## src/rtl/serial_arith_pkg.sv

```systemverilog
// Shared definitions for the serial arithmetic blocks: FSM state encoding,
// default operand width and a counter-sizing helper.
package serial_arith_pkg;

    localparam int DEFAULT_WIDTH = 8;

    typedef enum logic [1:0] {
        IDLE  = 2'd0,
        SHIFT = 2'd1,
        DONE  = 2'd2
    } state_e;

    // Bits needed for a counter that must be able to hold the value 'width'.
    function automatic int cnt_width(input int width);
        return $clog2(width + 1);
    endfunction

endpackage

```

## src/rtl/bit_serial_adder_if.sv

```systemverilog
// Request/result bundle of the bit-serial adder.
// The sub signal exists only when BIT_SERIAL_ADDER_SUB_EN is defined.
interface bit_serial_adder_if
    import serial_arith_pkg::*;
#(
    parameter int WIDTH = DEFAULT_WIDTH
);

    logic             start;
    logic [WIDTH-1:0] a;
    logic [WIDTH-1:0] b;
`ifdef BIT_SERIAL_ADDER_SUB_EN
    logic             sub;
`endif
    logic             busy;
    logic             done;
    logic [WIDTH-1:0] sum;
    logic             cout;
    logic             prop_all;

    modport master (
        output start, a, b,
`ifdef BIT_SERIAL_ADDER_SUB_EN
        output sub,
`endif
        input  busy, done, sum, cout, prop_all
    );

    modport slave (
        input  start, a, b,
`ifdef BIT_SERIAL_ADDER_SUB_EN
        input  sub,
`endif
        output busy, done, sum, cout, prop_all
    );

endinterface

```

## src/rtl/pg_bit_cell.sv

```systemverilog
// One-bit propagate/generate full-adder cell used by the serial datapath.
module pg_bit_cell (
    input  logic a,
    input  logic b,
    input  logic cin,
    output logic p,
    output logic g,
    output logic s,
    output logic cout
);

    assign p    = a ^ b;
    assign g    = a & b;
    assign s    = p ^ cin;
    assign cout = g | (p & cin);

endmodule

```

## src/rtl/bit_serial_adder.sv

```systemverilog
// LSB-first bit-serial adder with registered outputs; subtraction is
// available when BIT_SERIAL_ADDER_SUB_EN is defined.
module bit_serial_adder
    import serial_arith_pkg::*;
#(
    parameter int WIDTH = DEFAULT_WIDTH
) (
    input  logic              clk,
    input  logic              rst_n,
    bit_serial_adder_if.slave bus
);

    localparam int               CNT_W    = cnt_width(WIDTH);
    localparam logic [CNT_W-1:0] LAST_CNT = CNT_W'(WIDTH);

    state_e           state_q, state_d;
    logic [WIDTH-1:0] a_sh_q, a_sh_d;
    logic [WIDTH-1:0] b_sh_q, b_sh_d;
    logic [WIDTH-1:0] acc_q, acc_d;
    logic [CNT_W-1:0] cnt_q, cnt_d;
    logic             carry_q, carry_d;
    logic             prop_acc_q, prop_acc_d;

    logic             busy_q, busy_d;
    logic             done_q, done_d;
    logic [WIDTH-1:0] sum_q, sum_d;
    logic             cout_q, cout_d;
    logic             prop_all_q, prop_all_d;

    logic sub_sel;
    logic bit_p, bit_g, bit_s, bit_c;
    logic cell_g_unused;

`ifdef BIT_SERIAL_ADDER_SUB_EN
    assign sub_sel = bus.sub;
`else
    assign sub_sel = 1'b0;
`endif

    pg_bit_cell u_cell (
        .a    (a_sh_q[0]),
        .b    (b_sh_q[0]),
        .cin  (carry_q),
        .p    (bit_p),
        .g    (bit_g),
        .s    (bit_s),
        .cout (bit_c)
    );

    // The generate term is already folded into the cell's carry-out.
    assign cell_g_unused = bit_g;

    always_comb begin
        // NOTE: every signal gets a default first so no path leaves it unassigned (no latch).
        state_d    = state_q;
        a_sh_d     = a_sh_q;
        b_sh_d     = b_sh_q;
        acc_d      = acc_q;
        cnt_d      = cnt_q;
        carry_d    = carry_q;
        prop_acc_d = prop_acc_q;
        sum_d      = sum_q;
        cout_d     = cout_q;
        prop_all_d = prop_all_q;

        unique case (state_q)
            IDLE: begin
                if (bus.start) begin
                    state_d    = SHIFT;
                    a_sh_d     = bus.a;
                    b_sh_d     = sub_sel ? ~bus.b : bus.b;
                    cnt_d      = '0;
                    carry_d    = sub_sel;
                    prop_acc_d = 1'b1;
                end
            end
            SHIFT: begin
                // WIDTH bit steps, then one step that publishes the result.
                if (cnt_q == LAST_CNT) begin
                    state_d    = DONE;
                    sum_d      = acc_q;
                    cout_d     = carry_q;
                    prop_all_d = prop_acc_q;
                end else begin
                    a_sh_d     = a_sh_q >> 1;
                    b_sh_d     = b_sh_q >> 1;
                    acc_d      = {bit_s, acc_q[WIDTH-1:1]};
                    carry_d    = bit_c;
                    prop_acc_d = prop_acc_q & bit_p;
                    cnt_d      = cnt_q + 1'b1;
                end
            end
            DONE:    state_d = IDLE;
            default: state_d = IDLE;
        endcase

        // Status flags are registered from the next state so they line up with it.
        busy_d = (state_d != IDLE);
        done_d = (state_d == DONE);
    end

    always_ff @(posedge clk or negedge rst_n) begin
        if (!rst_n) begin
            state_q    <= IDLE;
            a_sh_q     <= '0;
            b_sh_q     <= '0;
            acc_q      <= '0;
            cnt_q      <= '0;
            carry_q    <= 1'b0;
            prop_acc_q <= 1'b0;
            busy_q     <= 1'b0;
            done_q     <= 1'b0;
            sum_q      <= '0;
            cout_q     <= 1'b0;
            prop_all_q <= 1'b0;
        end else begin
            // NOTE: non-blocking so every flop samples the pre-edge values.
            state_q    <= state_d;
            a_sh_q     <= a_sh_d;
            b_sh_q     <= b_sh_d;
            acc_q      <= acc_d;
            cnt_q      <= cnt_d;
            carry_q    <= carry_d;
            prop_acc_q <= prop_acc_d;
            busy_q     <= busy_d;
            done_q     <= done_d;
            sum_q      <= sum_d;
            cout_q     <= cout_d;
            prop_all_q <= prop_all_d;
        end
    end

    assign bus.busy     = busy_q;
    assign bus.done     = done_q;
    assign bus.sum      = sum_q;
    assign bus.cout     = cout_q;
    assign bus.prop_all = prop_all_q;

endmodule

```

## src/flat_wrapper.sv

```systemverilog
// flat-port wrapper written by rule: the top's interface ports become plain ports
module bit_serial_adder_flat import serial_arith_pkg::*;
#(
    parameter int WIDTH = DEFAULT_WIDTH
)
  (clk, rst_n, bus_start, bus_a, bus_b, bus_busy, bus_done, bus_sum, bus_cout, bus_prop_all);
  bit_serial_adder_if #(.WIDTH(WIDTH)) bus_i ();
  input  logic clk;
  input  logic rst_n;
  input wire logic [$bits(bus_i.start)-1:0] bus_start;
  input wire logic [$bits(bus_i.a)-1:0] bus_a;
  input wire logic [$bits(bus_i.b)-1:0] bus_b;
  output wire logic [$bits(bus_i.busy)-1:0] bus_busy;
  output wire logic [$bits(bus_i.done)-1:0] bus_done;
  output wire logic [$bits(bus_i.sum)-1:0] bus_sum;
  output wire logic [$bits(bus_i.cout)-1:0] bus_cout;
  output wire logic [$bits(bus_i.prop_all)-1:0] bus_prop_all;
  assign bus_i.start = bus_start;
  assign bus_i.a = bus_a;
  assign bus_i.b = bus_b;
  assign bus_busy = bus_i.busy;
  assign bus_done = bus_i.done;
  assign bus_sum = bus_i.sum;
  assign bus_cout = bus_i.cout;
  assign bus_prop_all = bus_i.prop_all;
  bit_serial_adder #(.WIDTH(WIDTH)) u_core (.clk(clk), .rst_n(rst_n), .bus(bus_i));
endmodule
```

## config.mk

```make
export PLATFORM = sky130hd
export DESIGN_NAME = bit_serial_adder_flat
export DESIGN_NICKNAME = d
export VERILOG_FILES = /design/src/rtl/serial_arith_pkg.sv /design/src/rtl/bit_serial_adder_if.sv /design/src/rtl/pg_bit_cell.sv /design/src/rtl/bit_serial_adder.sv /design/src/flat_wrapper.sv
export SDC_FILE = /design/constraint.sdc
export NUM_CORES = 1
export LEC_CHECK = 0
export ABC_CLOCK_PERIOD_IN_PS = 3100
export CORE_UTILIZATION = 50
export CTS_BUF_LIST = sky130_fd_sc_hd__clkbuf_4
export DETAILED_ROUTE_END_ITERATION = 10
export GPL_ROUTABILITY_DRIVEN = 1
export PLACE_DENSITY = 0.78
export SLEW_MARGIN = 10
export SYNTH_ARGS = -nofsm -noshare
export SYNTH_HDL_FRONTEND = slang
export SYNTH_HIERARCHICAL = 1
export SYNTH_SLANG_ARGS = --single-unit
```

## constraint.sdc

```tcl
create_clock -name clk -period 3.1 [get_ports clk]
set_clock_uncertainty 0.15 [all_clocks]
set_input_delay 0.62 -clock clk [delete_from_list [all_inputs] [get_ports clk]]
set_output_delay 0.62 -clock clk [all_outputs]
set_load 0.05 [all_outputs]
```

Yosys cells after proc, flatten, opt, wreduce, memory -nomap -nowiden --
Index checks and enable logic that the tools add are counted. W data, S select, Z words.
Storage, ports and cells: logic and storage cells 49, bits in registers 44, input port bits 19, output and inout bits 12
Operators by class: bitwise logic cells 7, equal/unequal tests 5, add/sub/neg operators 1, muxes and demuxes 18, reductions and logical operators 6
Operator list (count):
- $mux W8 | 4
- $pmux W8 S2 | 2
- $mux W4 | 2
- $pmux W4 S2 | 1
- $add A4 B1 Y4 const B | 1
- $eq A4 B4 Y1 const B | 1
- $mux W1 | 4
- $mux W2 | 2
- $ne A2 B2 Y1 const B | 2
- $pmux W1 S2 | 2
- $pmux W2 S2 | 1
- $reduce_and A2 Y1 | 2
- $reduce_bool A2 Y1 | 2
- $and A1 B1 Y1 | 3
- $reduce_and A3 Y1 | 1
- $eq A2 B1 Y1 const B | 1
- $eq A2 B2 Y1 const B | 1
- $logic_not A2 Y1 | 1
- $xor A1 B1 Y1 | 2
- $not A1 Y1 | 1
- $or A1 B1 Y1 | 1

Longest topological paths before layout --
Gate-level depths: netlist of run 1.
depth in word-level cells 5, gate-level depth with buffers 7, mapped depth without buffers 6

Modules after synthesis --
Netlist of run 1, hierarchy kept.
By module, submodules not included:
- bit_serial_adder | sequential area each 1101.1 sq um, area an instance 2013.2 sq um, instances 1, cells each 126
- pg_bit_cell | sequential area each 0.0 sq um, area an instance 32.5 sq um, instances 1, cells each 2

Least setup slack after synthesis of run 1 --
No wires, ideal clock.
path type register to register, from reg u_core.cnt_q[0], to reg u_core.a_sh_q[0], buffers on the path 1, library setup time 0.125 ns, cell stages (with the launch flop) 8, data arrival time 1.526 ns, clock period less this slack 1.801 ns, path slack 1.299 ns, data required time 2.825 ns, path through dfrtp_1 > inv_1 > ha_1 > and3b_1 > a21o_4 > inv_8 > buf_12 > mux2_4
On the way: word-level cells in the longest chain between the ends 3
RTL lines:
- start: declaration | line bit_serial_adder.sv:20 | logic [CNT_W-1:0] cnt_q, cnt_d;
- start signal: assignment | line bit_serial_adder.sv:122 | cnt_q <= cnt_d;
- $eq A4 B4 Y1 | line bit_serial_adder.sv:79 | if (cnt_q == LAST_CNT) begin
- $ne A2 B2 Y1 (no source line)
- $reduce_and A3 Y1 (no source line)
- end signal: assignment | line bit_serial_adder.sv:119 | a_sh_q <= a_sh_d;
- end: declaration | line bit_serial_adder.sv:17 | logic [WIDTH-1:0] a_sh_q, a_sh_d;
Every way passes these cells. A chain may end at the register's enable or synchronous reset.

Final worst setup path of run 1 --
from reg u_core.sum_q[3] (netlist: u_core/bus.sum[3]), to out bus_sum[3]
RTL lines:
- start: declaration | line bit_serial_adder.sv:26 | logic [WIDTH-1:0] sum_q, sum_d;
- start signal: assignment | line bit_serial_adder.sv:127 | sum_q <= sum_d;
- end: declaration | line flat_wrapper.sv:15 | output wire logic [$bits(bus_i.sum)-1:0] bus_sum;
No word-level cell between the ends.

==> key figures, run 1 <==
STA
  • Final Worst Setup Slack: 800.2 ps
  • Least-Margin Pin Slew: 936.1 ps
  • Final period utilization: 74.19%
  • Rel. slew slack: 37.59%
  • Hold Slack: 251.9 ps
  • Setup TNS: 0 ps
  • Fin. Hold Viols: 0
  • Final min period: 2300 ps
  • Max-slew violations: 0
  • RSZ-0062 raised after global routing: no
  • Final Setup Violations: 0
  • Fmax: 434.8 MHz

Pwr
  • NetSw: 1.030 mW
  • Power Total: 2.865 mW
  • LEAKAGE: 1.112 nW
  • PD cells: 1187 nW/µm²
  • Sw Ratio: 35.96%
  • Clk network pwr share: 12.2%
  • Combinational Power Share: 52.0%
  • Worst vdd ir: 0.0004734 V
  • P_int: 1.835 mW
  • Reg power frac: 35.8%

Logic synthesis
  • Yosys top cell area share: 53.82%
  • Syn_nets: 151
  • Distinct cells, synth: 28
  • Ranking of synthesized cells by area: dfrtp_1 54%, mux2_4 17%, mux2_2 13%
  • Synth area leader: dfrtp_1
  • Synth warn: 6
  • Mapped Area: 2046 µm²
  • Syn avg cell area: 15.98 µm²
  • Register area share after synthesis: 53.82%
  • Number of synthesized register bits: 44
  • Mapped Cells: 128

Final layout
  • Nets: 183
  • Area Overhead vs Synth: 17.98%
  • Combined area of the multi-input logic cells: 854.6 µm²
  • Commonest non-fill, non-tap cell in the layout: dfrtp_1
  • Layout cells sized above 1: 37.27%
  • Fill cell count: 299
  • Seq. cell area: 1101 µm²
  • Commonest non-fill, non-tap cells in the layout: 44 x dfrtp_1, 29 x clkdlybuf4s50_1, 23 x mux2_4, 23 x mux2_2, 6 x clkbuf_4
  • ANT cells: 0

Clock network
  • Post-CTS Hold Buffers: 0
  • TritonCTS clock tree: done
  • Postcts setup bufs: 0
  • H-Tree Depth: 2
  • CTS sink cnt: 44
  • Worst-skew pair later-pin latency: 340 ps
  • Reg clk slew, reported paths: 120 ps
  • Maximum clock path buffer count: 2
  • Num CTS Buffers: 5
  • Post_cts resized: 0
  • CTS root buffer: clkbuf_4

Routing
  • Final WL: 3141 µm
  • DR WL/cell: 15.03 µm
  • Final ANT Viol Nets: 0
  • Vias: 1096
  • Drt pass-1 iters: 4
  • Drc violations: 0
  • Drt initial violations: 48
  • Drt via density: 5.244

Global route
  • First-pass GRT wire length: 5464 µm
  • Vias in the first global route: 1135
  • Initial antenna violation count: 0
  • Largest net degree at the start of global routing: 45
  • Overflow after GRT: 0
  • Gr usage total: 17.41%

Floorplanning
  • IO Pins: 31
  • Die Width: 65.97 µm
  • Die Y: 65.97 µm
  • Initial cell density of the core: 53.85%
  • # rows: 22
  • Die area: 4351 µm²
  • Core area: 3799 µm²

Outcome
  • Status: finished, final reports clean

Setup path
  • CP Buf/Inv Count: 1
  • CP delay by family, top: buffers and inverters
  • Worst setup path category: flip-flop to output pin
  • Crit path max fanout: 2
  • Setup crit end kind: output pin
  • Worst Setup Start Kind: flip-flop
  • Critical Path, Cell by Cell: clkdlybuf4s50_1
  • Slowest CP cell: clkdlybuf4s50_1
  • Critical Path RT: 2330 ps
  • CP peak stage delay: 810 ps
  • WP data arrival: 1530 ps

Run
  • Max-cap check violation count: 0

Placed design
  • DP Worst Slack: 899.8 ps
  • Final HPWL DP: 2215 µm
  • Gp weighted congestion: 0.7222
  • Port bufs: 30

Worst hold path
  • Hold Crit Class: input port to async pin
## per-stage QoR
stage / cell area (µm²) / std cells / utilization, %
floorplan: 2046 / 128 / -
global placement: 2333 / 201 / 61.43
detailed placement: 2333 / 201 / 61.43
CTS: 2414 / 209 / 63.54
global route: 2414 / 209 / 63.54
finish: 2414 / 209 / 63.54
## synthesized netlist by cell type
master     n
nand2_2    1
inv_1      3
nand3_1    3
or2b_1     1
o22a_1     1
buf_12     2
a22o_1     2
dfrtp_1   44
nand3b_1   1
nor3b_1    2
a21o_4     1
mux2_4    23
inv_8      1
buf_2      1
nor2b_4    1
mux2_2    23
o21bai_1   1
a32o_1     1
xor2_1     1
o21ai_0    4
mux2i_1    1
fa_1       1
ha_1       3
and2_1     1
nand2b_1   1
and3b_1    1
and2_4     1
buf_6      2
## power by group through the flow
stage,logic (mW),registers [mW],clock network [mW]
floorplan,1.03,1.24,0
global placement,1.46,1.02,0
detailed placement,1.50,1.04,0
CTS,1.51,1.03,0.362
global route,1.61,1.07,0.391
finish,1.49,1.03,0.349
## registers in the layout, indices dropped and copies added, names as in the netlist, 2 cells and up
| name | cells |
|---|---|
| u_core/a_sh_q | 8 |
| u_core/acc_q | 8 |
| u_core/b_sh_q | 8 |
| u_core/bus.sum | 8 |
| u_core/cnt_q | 4 |
| u_core/state_q | 2 |
## path summary, 6_finish.rpt
path | from | to | cells after the start | slack [ps]
max | u_core/bus.sum[3] | bus_sum[3] | 1 | 800
min | rst_n | u_core/bus.sum[0] | 1 | 250
max reg2reg | u_core/state_q[0] | u_core/bus.sum[4] | 3 | 1180
min reg2reg | u_core/a_sh_q[6] | u_core/a_sh_q[6] | 1 | 370
max in group asynchronous | rst_n | u_core/a_sh_q[3] | 1 | 1960
min in group clk | u_core/a_sh_q[6] | u_core/a_sh_q[6] | 1 | 370
## routing by layer
layer | part of all wire, % | vias to the layer above | track usage, %
met2 | 51 | 31 | 28.83
met1 | 44 | 543 | 21.73
met5 | 0 | - | 0
met4 | 0.86 | 0 | 3.989
met3 | 4.6 | 4 | 6.207
li1 | - | 518 | -
## layout make-up
type	instances	share of cell area, %
well taps	48	2.488
clock inverters	2	1.452
inverters	4	0.9331
repair buffers	30	12.23
flip-flops and latches	44	45.62
clock buffers	6	1.866
multi-input cells	75	35.41
## kinds of logic after synthesis
| group | synth area share [%] |
|---|---|
| buf+inv | 4.403 |
| flops | 53.82 |
| simple gates | 4.649 |
| compound gates | 3.853 |
| xor+xnor | 0.4282 |
| mux | 30.03 |
| fa+ha+maj | 2.814 |
Note: power is estimated with default switching activity, not from simulation.
==> inputs of run 2 (changes only) <==
ABC_CLOCK_PERIOD_IN_PS = 2020   (was 3100)
PLACE_DENSITY = 0.81   (was 0.78)
clock period = 2.02 ns   (was 3.1 ns; I/O delays follow)
==> run 2 against run 1 <==
  * First-iteration DRC count fell by 6.3%
  * Largest power group unchanged
  * Highest routed layer unchanged
  * Cell area rose by 0.47%
  * Clock-buffer cell count did not move
  * Hold slack improved by 120 ps
  * Flip-flop and latch count did not move
  * Total power rose by 51%
  * Core utilization rose by 0.30 points
  * Sequential share of layout area fell by 0.21 points
  * Final cell count rose by 2.4%
  * Combinational power rose by 56%
  * Clock power rose by 19%
==> key figures, run 2 (synthesis gave the netlist of run 1 again) <==
Outcome
  • Status: finished, final reports clean

STA
  • Hold Slack: 370.7 ps
  • Fmax: 531.2 MHz
  • Max-slew violations: 0
  • Final period utilization: 93.20%
  • Setup TNS: 0 ps
  • Final Setup Violations: 0
  • Final Worst Setup Slack: 137.4 ps
  • Rel. slew slack: 66.51%
  • Final min period: 1883 ps
  • Least-Margin Pin Slew: 502.3 ps
  • RSZ-0062 raised after global routing: no
  • Fin. Hold Viols: 0

Global route
  • Initial antenna violation count: 0
  • First-pass GRT wire length: 5678 µm
  • Largest net degree at the start of global routing: 26
  • Overflow after GRT: 0
  • Gr usage total: 18.03%
  • Vias in the first global route: 1189

Clock network
  • H-Tree Depth: 2
  • Worst-skew pair later-pin latency: 350 ps
  • Maximum clock path buffer count: 2
  • Post_cts resized: 0
  • TritonCTS clock tree: done
  • Reg clk slew, reported paths: 120 ps
  • Num CTS Buffers: 5
  • CTS root buffer: clkbuf_4
  • CTS sink cnt: 44

Setup path
  • Worst Setup Start Kind: flip-flop
  • Setup crit end kind: flip-flop
  • CP Buf/Inv Count: 2
  • Crit path max fanout: 17
  • CP delay by family, top: flip-flops
  • Critical Path RT: 2110 ps
  • Critical Path, Cell by Cell: inv_1 -> ha_1 -> and3b_1 -> a21o_4 -> inv_8 -> mux2_2
  • Worst setup path category: flip-flop to flip-flop
  • Slowest CP cell: dfrtp_1
  • RR Endpoint: u_core/b_sh_q[0]
  • Cells on worst reg2reg path: 6
  • R2r startpoint: u_core/cnt_q[1]
  • WP data arrival: 1970 ps
  • CP peak stage delay: 400 ps
  • Worst R2R Setup Slack: 140 ps

Worst hold path
  • Hold Crit Class: flip-flop to flip-flop
  • Hold wc startpoint: u_core/a_sh_q[4]
  • Worst hold endpoint: u_core/a_sh_q[4]
  • Hold Path Stages: 1

Routing
  • DR WL/cell: 15.23 µm
  • Final WL: 3259 µm
  • Drt pass-1 iters: 3
  • Vias: 1106
  • Drt initial violations: 45
  • Drc violations: 0
  • Final ANT Viol Nets: 0
  • Drt via density: 5.168

Floorplanning
  • # rows: 22
  • Die Y: 65.97 µm
  • Core area: 3799 µm²
  • IO Pins: 31
  • Initial cell density of the core: 53.85%
  • Die Width: 65.97 µm
  • Die area: 4351 µm²

Run
  • Max-cap check violation count: 0

Placed design
  • DP Worst Slack: 37.96 ps
  • Cell count after placement: 204
  • Port bufs: 30
  • Final HPWL DP: 2281 µm
  • Gp weighted congestion: 0.7595

Final layout
  • Layout cells sized above 1: 45.18%
  • Fin cells: 214
  • Fill cell count: 280
  • Combined area of the multi-input logic cells: 854.6 µm²
  • ANT cells: 0
  • Area Overhead vs Synth: 18.53%
  • Nets: 188
  • Commonest non-fill, non-tap cells in the layout: 44 x dfrtp_1, 23 x mux2_4, 23 x mux2_2
  • Commonest non-fill, non-tap cell in the layout: dfrtp_1
  • Seq. cell area: 1101 µm²

Pwr
  • PD cells: 1783 nW/µm²
  • LEAKAGE: 1.144 nW
  • Worst vdd ir: 0.0007070 V
-- run 2: cell types whose count changed in the layout (fill, tap and decap cells not counted) --
| cell | delta |
|---|---|
| buf_12 | +2 |
| clkdlybuf4s50_1 | -12 |
| clkinv_1 | +1 |
| clkinvlp_4 | +1 |
| buf_4 | +14 |
| clkinv_2 | -1 |
| dlygate4sd3_1 | +1 |
| bufinv_16 | -1 |
-- run 2: layer usage --
metal | GRT usage [%] | share of wire (%) | vias up
li1 | - | - | 524
met1 | 22.95 | 46 | 542
met2 | 28.83 | 47 | 32
met3 | 4.483 | 4.8 | 8
met4 | 8.245 | 1.9 | 0
met5 | 0 | 0 | -
-- run 2: worst max path at each step --
stage	from	end	slack (ps)	cells past startpoint
2_1_floorplan	u_core/cnt_q[0]	u_core/a_sh_q[0]	220	7
3_3_place_gp	bus_start	u_core/b_sh_q[1]	80	5
3_5_place_dp	bus_start	u_core/b_sh_q[0]	40	5
4_1_cts	u_core/cnt_q[0]	u_core/b_sh_q[0]	100	6
5_1_grt	u_core/cnt_q[1]	u_core/a_sh_q[6]	60	6
6_report	u_core/cnt_q[1]	u_core/b_sh_q[0]	140	6
-- run 2: repair_timing --
action | 4_1_cts | 5_1_grt
setup endpoints to repair | 0 | 4
hold buffers | 1 | 0
buffers inserted | 0 | 1
hold endpoints to repair | 19 | 0
-- run 2: layout make-up --
cell class	count	share of cell area (%)
multi-input cells	75	35.24
clock inverters	2	0.4644
clock buffers	6	1.858
well taps	48	2.477
repair buffers	35	13.62
flip-flops and latches	44	45.41
inverters	4	0.9288
-- run 2: stage by stage --
| stage | power, mW | utilization (%) | cell area, µm² |
|---|---|---|---|
| 3_3_place_gp | 3.836 | 61.89 | 2351 |
| 3_5_place_dp | 3.932 | 61.89 | 2351 |
| 4_1_cts | 4.362 | 63.64 | 2417 |
| 5_1_grt | 4.606 | 63.83 | 2425 |
| 2_1_floorplan | 3.495 | - | 2046 |
| 6_report | 4.323 | 63.83 | 2425 |
-- run 2: where the power goes --
| group | switching, mW | leakage [nW] | internal (mW) | total [mW] |
|---|---|---|---|---|
| clock | 0.271 | 0.0293 | 0.146 | 0.417 |
| combinational | 1.06 | 0.575 | 1.27 | 2.33 |
| sequential | 0.276 | 0.540 | 1.30 | 1.58 |
| total | 1.61 | 1.14 | 2.72 | 4.32 |
